===== src/rtl/anti_theft_pkg.sv =====
// Shared definitions for the anti-theft timer and the system FSM that drives it.
package anti_theft_pkg;

  localparam int unsigned SEL_W      = 2;
  localparam int unsigned TIME_W     = 4;
  localparam int unsigned NUM_PARAMS = 4;

  localparam logic [SEL_W-1:0] INT_ARM       = 2'b00;
  localparam logic [SEL_W-1:0] INT_DRIVER    = 2'b01;
  localparam logic [SEL_W-1:0] INT_PASSENGER = 2'b10;
  localparam logic [SEL_W-1:0] INT_ALARM     = 2'b11;

  localparam logic [TIME_W-1:0] DEF_ARM_DELAY       = 4'd6;
  localparam logic [TIME_W-1:0] DEF_DRIVER_DELAY    = 4'd8;
  localparam logic [TIME_W-1:0] DEF_PASSENGER_DELAY = 4'd15;
  localparam logic [TIME_W-1:0] DEF_ALARM_ON        = 4'd10;

  typedef enum logic [1:0] {
    ST_IDLE  = 2'd0,
    ST_COUNT = 2'd1,
    ST_DONE  = 2'd2
  } timer_state_t;

  function automatic logic [TIME_W-1:0] default_time(input logic [SEL_W-1:0] sel);
    case (sel)
      INT_ARM:       default_time = DEF_ARM_DELAY;
      INT_DRIVER:    default_time = DEF_DRIVER_DELAY;
      INT_PASSENGER: default_time = DEF_PASSENGER_DELAY;
      default:       default_time = DEF_ALARM_ON;
    endcase
  endfunction

endpackage


===== src/rtl/one_hz_divider.sv =====
// Free-running prescaler producing a one-cycle enable every CLK_DIV clocks.
module one_hz_divider #(
  parameter int unsigned CLK_DIV = 50_000_000
) (
  input  logic clock,
  input  logic reset,
  input  logic clear,
  output logic one_hz_enable
);

  localparam int unsigned CNT_W = (CLK_DIV > 1) ? $clog2(CLK_DIV) : 1;
  localparam logic [CNT_W-1:0] LAST = CNT_W'(CLK_DIV - 1);

  logic [CNT_W-1:0] cnt;
  logic [CNT_W-1:0] cnt_next;

  always_comb begin
    cnt_next = cnt + CNT_W'(1);
    if (clear || cnt == LAST) cnt_next = '0;
  end

  // Enable is registered from the next count so it is high while cnt == LAST.
  always_ff @(posedge clock or posedge reset) begin
    if (reset) begin
      cnt           <= '0;
      one_hz_enable <= 1'b0;
    end else begin
      cnt           <= cnt_next;
      one_hz_enable <= (cnt_next == LAST);
    end
  end

endmodule


===== src/rtl/anti_theft_timer.sv =====
// Programmable delay store plus countdown timer for the anti-theft system FSM.
module anti_theft_timer
  import anti_theft_pkg::*;
#(
  parameter int unsigned CLK_DIV = 50_000_000
) (
  input  logic              clock,
  input  logic              reset,
  input  logic [SEL_W-1:0]  time_param_sel,
  input  logic [TIME_W-1:0] time_value,
  input  logic              reprogram,
  input  logic              start_timer,
  input  logic [SEL_W-1:0]  interval,
  output logic              expired,
  output logic              one_hz_enable,
  output logic [TIME_W-1:0] seconds_left
);

  logic [TIME_W-1:0] param [NUM_PARAMS];

  timer_state_t      state, state_next;
  logic [TIME_W-1:0] count, count_next;
  logic [SEL_W-1:0]  latched, latched_next;
  logic [TIME_W-1:0] load_value;
  logic              load;
  logic              expired_next;
  logic [TIME_W-1:0] seconds_next;

  assign load_value = param[interval];

  one_hz_divider #(.CLK_DIV(CLK_DIV)) u_div (
    .clock         (clock),
    .reset         (reset),
    .clear         (reprogram | load),
    .one_hz_enable (one_hz_enable)
  );

  // State, counter, output and parameter registers.
  always_ff @(posedge clock or posedge reset) begin
    if (reset) begin
      state        <= ST_IDLE;
      count        <= '0;
      latched      <= INT_ARM;
      expired      <= 1'b0;
      seconds_left <= '0;
      for (int i = 0; i < NUM_PARAMS; i++) param[i] <= default_time(SEL_W'(i));
    end else begin
      state        <= state_next;
      count        <= count_next;
      latched      <= latched_next;
      expired      <= expired_next;
      seconds_left <= seconds_next;
      if (reprogram) param[time_param_sel] <= time_value;
    end
  end

  // Next state; priority is reprogram > start low > interval change > tick.
  always_comb begin
    state_next   = state;
    count_next   = count;
    latched_next = latched;
    load         = 1'b0;
    if (reprogram) begin
      state_next = ST_IDLE;
      count_next = '0;
    end else begin
      case (state)
        ST_IDLE: begin
          if (start_timer) load = 1'b1;
        end
        ST_COUNT: begin
          if (!start_timer) state_next = ST_IDLE;
          else if (interval != latched) load = 1'b1;
          else if (one_hz_enable && count != '0) begin
            count_next = count - TIME_W'(1);
            if (count == TIME_W'(1)) state_next = ST_DONE;
          end
        end
        ST_DONE: begin
          if (!start_timer) state_next = ST_IDLE;
          else if (interval != latched) load = 1'b1;
        end
        default: state_next = ST_IDLE;
      endcase
    end
    if (load) begin
      latched_next = interval;
      count_next   = load_value;
      state_next   = (load_value == '0) ? ST_DONE : ST_COUNT;
    end
  end

  // Output values presented after the next edge.
  always_comb begin
    expired_next = (state_next == ST_DONE);
    seconds_next = (state_next == ST_COUNT) ? count_next : '0;
  end

endmodule


===== config.mk =====
export PLATFORM = sky130hd
export DESIGN_NAME = anti_theft_timer
export DESIGN_NICKNAME = d
export VERILOG_FILES = /design/src/rtl/anti_theft_pkg.sv /design/src/rtl/one_hz_divider.sv /design/src/rtl/anti_theft_timer.sv
export SDC_FILE = /design/constraint.sdc
export NUM_CORES = 1
export LEC_CHECK = 0
export CAP_MARGIN = 20
export CORE_ASPECT_RATIO = 0.9
export CORE_MARGIN = 2
export CORE_UTILIZATION = 30
export DETAILED_ROUTE_END_ITERATION = 10
export PLACE_DENSITY = 0.55
export SLEW_MARGIN = 20
export SYNTH_ARGS = -nofsm -noshare
export SYNTH_HDL_FRONTEND = slang
export SYNTH_SLANG_ARGS = --single-unit

===== constraint.sdc =====
create_clock -name clock -period 2.85 [get_ports clock]
set_clock_uncertainty 0.05 [all_clocks]
set_input_delay 0.285 -clock clock [delete_from_list [all_inputs] [get_ports clock]]
set_output_delay 0.285 -clock clock [all_outputs]
set_load 0.03 [all_outputs]

# Word-level counts from Yosys, hierarchy flattened
# Index checks and enable logic that the tools add are counted.
# classes
mux	28
n_eq_ne	8
n_reduce_logical	7
bitwise	3
addsub	2
order_cmp	3
# ops
cell	count
equality test 26 bit, second input constant	2
2-to-1 mux 4 bit	10
adder 26 x 1 -> 26 bit, second input constant	1
2-to-1 mux 26 bit	1
bitwise mux 16 bit	1
2-to-1 mux 2 bit	8
binary-select mux 4 bit (select 2 bit)	1
demux 4 bit (select 2 bit)	1
greater-or-equal comparator 3 bit, second input constant	2
NOT 2 -> 3 bit	2
one-hot mux 2 bit (3 select lines)	1
equality test 2 x 1 -> 1 bit, second input constant	2
equality test 2 bit, second input constant	2
equality test 4 x 1 -> 1 bit, second input constant	1
zero test 4 bit	1
2-to-1 mux 1 bit	4
nonzero test 4 bit	1
subtractor 4 x 1 -> 4 bit, second input constant	1
< comparator 3 x 1 -> 1 bit, second input constant	1
logical AND 1 bit	2
zero test 2 bit	1
!= test 2 bit	1
one-hot mux 1 bit (2 select lines)	1
OR reduction 2 bit	1
other kinds (2)	2
# totals
word_cells	62
output_inout_bits	6
register_bits	56

# Depth between registers and ports, before layout
# logic_depth
depth_word	10
depth_mapped	8
mapped_depth_nobuf	8

# Modules after synthesis
# From an unflattened synthesis, not the netlist that was laid out.
# hier_totals
hier_cells	304
hier_area_um2	3211.8
# modules_own_cells
module	n_inst	area_each_um2	cells_each
one_hz_divider	1	1629.1	173
anti_theft_timer	1	1582.8	131

# Least setup slack after synthesis
# Ideal clock, no wire load.
# synth_path
path_type	flip-flop to flip-flop
from	register u_div.cnt[0]
to	register u_div.one_hz_enable
setup_ns	0.096
required_ns	2.704
path_stages_with_launch	8
t_arrival_ns	1.874
synth_period_minus_slack_ns	2.020
path_slack_ns	0.830
path_cell_list	dfrtp_1 > ha_1 > nand2_1 > nor2_1 > or4_1 > a32oi_1 > o2111ai_1 > nor4_2
# synth_via
elab_chain_cells	4
# synth_lines
item	line	text
start, declared	one_hz_divider.sv:14	logic [CNT_W-1:0] cnt;
start signal, assigned	one_hz_divider.sv:28	cnt <= cnt_next;
parallel branches: the longest is 2 deep, another holds adder 26 x 1 -> 26 bit	-	
2-to-1 mux 26 bit *	one_hz_divider.sv:19	if (clear || cnt == LAST) cnt_next = '0;
equality test 26 bit *	one_hz_divider.sv:29	one_hz_enable <= (cnt_next == LAST);
end signal, assigned	one_hz_divider.sv:29	
end, declared	one_hz_divider.sv:8	output logic one_hz_enable
# Every way passes the cells marked *.
# A chain may end at the register's enable or synchronous reset.

# Worst setup path after layout
# layout_path
from	input interval[0]
to	register u_div.cnt[5]
# layout_via
elab_chain_cells	8
# layout_lines
item	line	text
start, declared	anti_theft_timer.sv:13	input logic [SEL_W-1:0] interval,
!= test 2 bit	anti_theft_timer.sv:73, anti_theft_timer.sv:81	
2-to-1 mux 1 bit	anti_theft_timer.sv:73, anti_theft_timer.sv:81	
2-to-1 mux 1 bit	anti_theft_timer.sv:72	if (!start_timer) state_next = ST_IDLE;
one-hot mux 1 bit (2 select lines)	anti_theft_timer.sv:67	case (state)
2-to-1 mux 1 bit	anti_theft_timer.sv:63	if (reprogram) begin
bitwise OR 1 bit	anti_theft_timer.sv:34	.clear (reprogram | load),
logical OR 1 bit	one_hz_divider.sv:19	
2-to-1 mux 26 bit	one_hz_divider.sv:19	
named net u_div.cnt_next[5]	one_hz_divider.sv:15	logic [CNT_W-1:0] cnt_next;
# The timed path passes the listed nets, and every way through them passes these cells.

==> impl_metrics.prom <==
# TYPE chip_impl_metric gauge
chip_impl_info{name="status",value="complete, no violations"} 1
chip_impl_metric{name="finalWirelength",unit="um"} 6400
chip_impl_metric{name="area_growth_syn_to_layout",unit="%"} 14.0
chip_impl_metric{name="die_w",unit="um"} 112
chip_impl_info{name="ys_top_cells_by_area",value="sky130_fd_sc_hd__dfrtp_1 (37%), sky130_fd_sc_hd__dfstp_2 (7.5%), sky130_fd_sc_hd__mux2_2 (6.8%)"} 1
chip_impl_metric{name="antenna_cells_inserted",unit=""} 0
chip_impl_metric{name="power.density",unit="nW/um2"} 519
chip_impl_metric{name="synth_fp_nets",unit=""} 313
chip_impl_metric{name="drt_first_pass_iters",unit=""} 4
chip_impl_metric{name="coreArea",unit="um2"} 10200
chip_impl_metric{name="grt_overflow",unit=""} 0
chip_impl_metric{name="synth-xor-area-share",unit="%"} 7.19
chip_impl_info{name="setup.worst_path.class",value="in2reg"} 1
chip_impl_metric{name="asyncSetResetFlopFracSynth",unit="%"} 100
chip_impl_metric{name="max_transition_viols_final",unit=""} 0
chip_impl_metric{name="register_clock_pin_slew_on_the_reported_worst_setup_and_hold_paths",unit="ps"} 70
chip_impl_metric{name="utilization",unit="%"} 35.3
chip_impl_info{name="post-synth-top-area-cell",value="sky130_fd_sc_hd__dfrtp_1"} 1
chip_impl_metric{name="cts.hold.buffers_added",unit=""} 0
chip_impl_metric{name="leakage",unit="uW"} 0.00142
chip_impl_metric{name="post_synth_inst_count",unit=""} 293
chip_impl_metric{name="timing.critical_path.fanout_max",unit=""} 14
chip_impl_metric{name="drv_cap",unit=""} 0
chip_impl_info{name="ys_dominant_reg_cell",value="sky130_fd_sc_hd__dfrtp_1"} 1
chip_impl_info{name="cts_tree",value="done"} 1
chip_impl_metric{name="setup-tns-final",unit="ps"} 0
chip_impl_metric{name="synthesis.area_per_instance",unit="um2"} 10.8
chip_impl_info{name="synthMostInstantiatedCell",value="sky130_fd_sc_hd__dfrtp_1"} 1
chip_impl_metric{name="cts_inserted_buffers",unit=""} 5
chip_impl_metric{name="synth-compound-area-share",unit="%"} 7.94
chip_impl_metric{name="largest_net_degree_at_the_start_of_global_routing",unit=""} 25
chip_impl_metric{name="cts_max_path_buffers",unit=""} 2
chip_impl_metric{name="ys.warnings.count",unit=""} 0
chip_impl_metric{name="initial_utilization",unit="%"} 30.9
chip_impl_metric{name="drc_errors",unit=""} 0
chip_impl_metric{name="boundaryPins",unit=""} 18
chip_impl_metric{name="post_synth_top_area_share",unit="%"} 37.1
chip_impl_metric{name="final_net_count",unit=""} 329
chip_impl_metric{name="vdd.ir_drop.worst",unit="uV"} 280
chip_impl_metric{name="postCtsSetupRepairBufs",unit=""} 0
chip_impl_metric{name="report.final.setup_viol",unit=""} 0
chip_impl_metric{name="min_period_over_period",unit="%"} 83.4
chip_impl_metric{name="fmax",unit="GHz"} 0.421
chip_impl_metric{name="grt_first_pass_wirelength",unit="um"} 11300
chip_impl_metric{name="number_of_antenna_violations_at_the_first_check_in_global_routing",unit=""} 0
chip_impl_metric{name="max-slew-margin-rel",unit="%"} 55.7
chip_impl_metric{name="cts_sinks",unit=""} 56
chip_impl_info{name="critPathLaunchType",value="input pin"} 1
chip_impl_metric{name="timing_hold_violations_final",unit=""} 0
chip_impl_metric{name="synth-edff-count",unit=""} 0
chip_impl_metric{name="via_per_inst",unit=""} 5.06
chip_impl_metric{name="yosys_register_bits",unit=""} 56
chip_impl_metric{name="num_vias",unit=""} 2221
chip_impl_metric{name="h-tree-depth",unit=""} 2
chip_impl_info{name="clock-root-buffer",value="sky130_fd_sc_hd__clkbuf_16"} 1
chip_impl_metric{name="global_route.usage.total",unit="%"} 12.1
chip_impl_metric{name="avgRoutedWirePerCell",unit="um"} 14.6
chip_impl_info{name="grt_setup_unrepaired",value="false"} 1
chip_impl_metric{name="cts-resized-gates",unit=""} 0
chip_impl_metric{name="syn_area",unit="um2"} 3170
chip_impl_metric{name="first_global_vias",unit=""} 2233
chip_impl_info{name="ys_top_cells_by_count",value="sky130_fd_sc_hd__dfrtp_1 (47), sky130_fd_sc_hd__nor2_1 (32), sky130_fd_sc_hd__mux2_2 (19)"} 1
chip_impl_metric{name="drt.antenna.violating_nets",unit=""} 0
chip_impl_info{name="worst_setup_path_end_kind",value="register"} 1
chip_impl_metric{name="period_needed",unit="ps"} 2380
chip_impl_metric{name="synth_simple_gate_area_share",unit="%"} 23.2
chip_impl_metric{name="die_height",unit="um"} 102
chip_impl_metric{name="ys_types",unit=""} 59
chip_impl_metric{name="die_area",unit="um2"} 11400
chip_impl_info{name="min-delay-path-class",value="in2async"} 1
chip_impl_metric{name="drt_iter0_drc",unit=""} 155
chip_impl_metric{name="synth_adder_area_share",unit="%"} 3.16
chip_impl_metric{name="timing_worst_slew_pin_value",unit="ps"} 664
chip_impl_metric{name="clk_latency",unit="ps"} 290
chip_impl_metric{name="drive_gt1_share",unit="%"} 18.7
chip_impl_metric{name="number_of_placement_rows",unit=""} 35
chip_impl_metric{name="worst_ep_required",unit="ps"} 2980
chip_impl_metric{name="synth_seq_area_share",unit="%"} 44.6
chip_impl_metric{name="gp_congestion",unit=""} 0.834
chip_impl_info{name="synth_top_family_by_area",value="simple AND/OR/NAND/NOR gates"} 1
chip_impl_metric{name="io_buffers",unit=""} 17
chip_impl_metric{name="cp_data_arrival_time",unit="ps"} 2510
chip_impl_metric{name="dp_hpwl",unit="um"} 4870
chip_impl_metric{name="post_synth_mux_area_share",unit="%"} 10.5
[final timing paths]
path                                   startpoint  cells after the start  slack (ps)                       to
max                                   interval[0]                      7         470   u_div.cnt[5]$_DFF_PP0_
min                                         reset                      2         230  u_div.cnt[23]$_DFF_PP0_
max reg2reg                u_div.cnt[0]$_DFF_PP0_                      6         540   u_div.cnt[5]$_DFF_PP0_
min reg2reg                  param[9]$_DFFE_PP0P_                      1         460     param[9]$_DFFE_PP0P_
max in group asynchronous                   reset                      3        1900       count[2]$_DFF_PP0_
min in group clock           param[9]$_DFFE_PP0P_                      1         460     param[9]$_DFFE_PP0P_
[stage by stage]
| step | total power, uW | worst slack [ps] | cell area, um2 | hold slack [ps] | instances |
|---|---|---|---|---|---|
| 3_5_place_dp | 1290 | 131 | 3470 | 445 | 431 |
| 5_1_grt | 1990 | 252 | 3610 | 251 | 439 |
| 2_1_floorplan | 1180 | 830 | 3170 | 386 | 293 |
| 3_3_place_gp | 1280 | 181 | 3470 | 433 | 431 |
| 6_report | 1870 | 473 | 3610 | 225 | 439 |
| 4_1_cts | 1900 | 456 | 3610 | 233 | 439 |
[cell type report]
cell class	count	area (um2)
Clock buffer	8	146
Tap cell	129	161
Sequential cell	56	1410
Multi-Input combinational cell	214	1650
Timing Repair Buffer	22	208
Inverter	10	37.5
Fill cell	1071	6630
[per-layer routing]
metal	vias to the layer above	global-route usage (%)	wire [um]
li1	1076	-	-
met1	1113	18.3	3440
met2	30	18.4	2740
met3	2	1.80	177
met4	0	2.81	41
met5	-	0	0
[power breakdown]
part | switching [uW] | internal, uW | total, uW
Sequential | 52.2 | 886 | 938
Combinational | 171 | 158 | 329
Clock | 256 | 351 | 607
Total | 479 | 1400 | 1870
[logic make-up after synthesis]
group	count (synthesis)
xor gates and xnor gates	26
adders and majority gates	8
and+or+nand+nor	122
DFF	56
muxes	26
AOI/OAI and AO/OA	32
buffers and inverters	23
[registers in the layout (all words and copies together), names as in the netlist]
signal,flops
count,4
expired,1
latched,2
param,16
seconds_left,4
state,2
u_div.cnt,26
u_div.one_hz_enable,1
[cells in the final DEF (no fill, tap or decap), types with 7 or more instances in the layout]
| cell type | Yosys | layout |
|---|---|---|
| sky130_fd_sc_hd__nor2_1 | 32 | 32 |
| sky130_fd_sc_hd__clkdlybuf4s50_1 | 0 | 17 |
| sky130_fd_sc_hd__nand3_1 | 12 | 12 |
| sky130_fd_sc_hd__nand2_1 | 18 | 18 |
| sky130_fd_sc_hd__dfstp_2 | 9 | 9 |
| sky130_fd_sc_hd__nand4_1 | 11 | 11 |
| sky130_fd_sc_hd__ha_1 | 8 | 8 |
| sky130_fd_sc_hd__and2_1 | 7 | 7 |
| sky130_fd_sc_hd__mux2_2 | 19 | 19 |
| sky130_fd_sc_hd__xnor2_1 | 11 | 11 |
| sky130_fd_sc_hd__xor2_1 | 15 | 15 |
| sky130_fd_sc_hd__dfrtp_1 | 47 | 47 |
| sky130_fd_sc_hd__inv_1 | 10 | 9 |
[critical path, cell delays in order]
cell	delay, ps
sky130_fd_sc_hd__clkdlybuf4s50_1	710
sky130_fd_sc_hd__xnor2_1	180
sky130_fd_sc_hd__and2_1	230
sky130_fd_sc_hd__o31ai_4	240
sky130_fd_sc_hd__or2_1	400
sky130_fd_sc_hd__buf_4	280
sky130_fd_sc_hd__o21ba_2	180
Power figures use the tool's default switching activity.
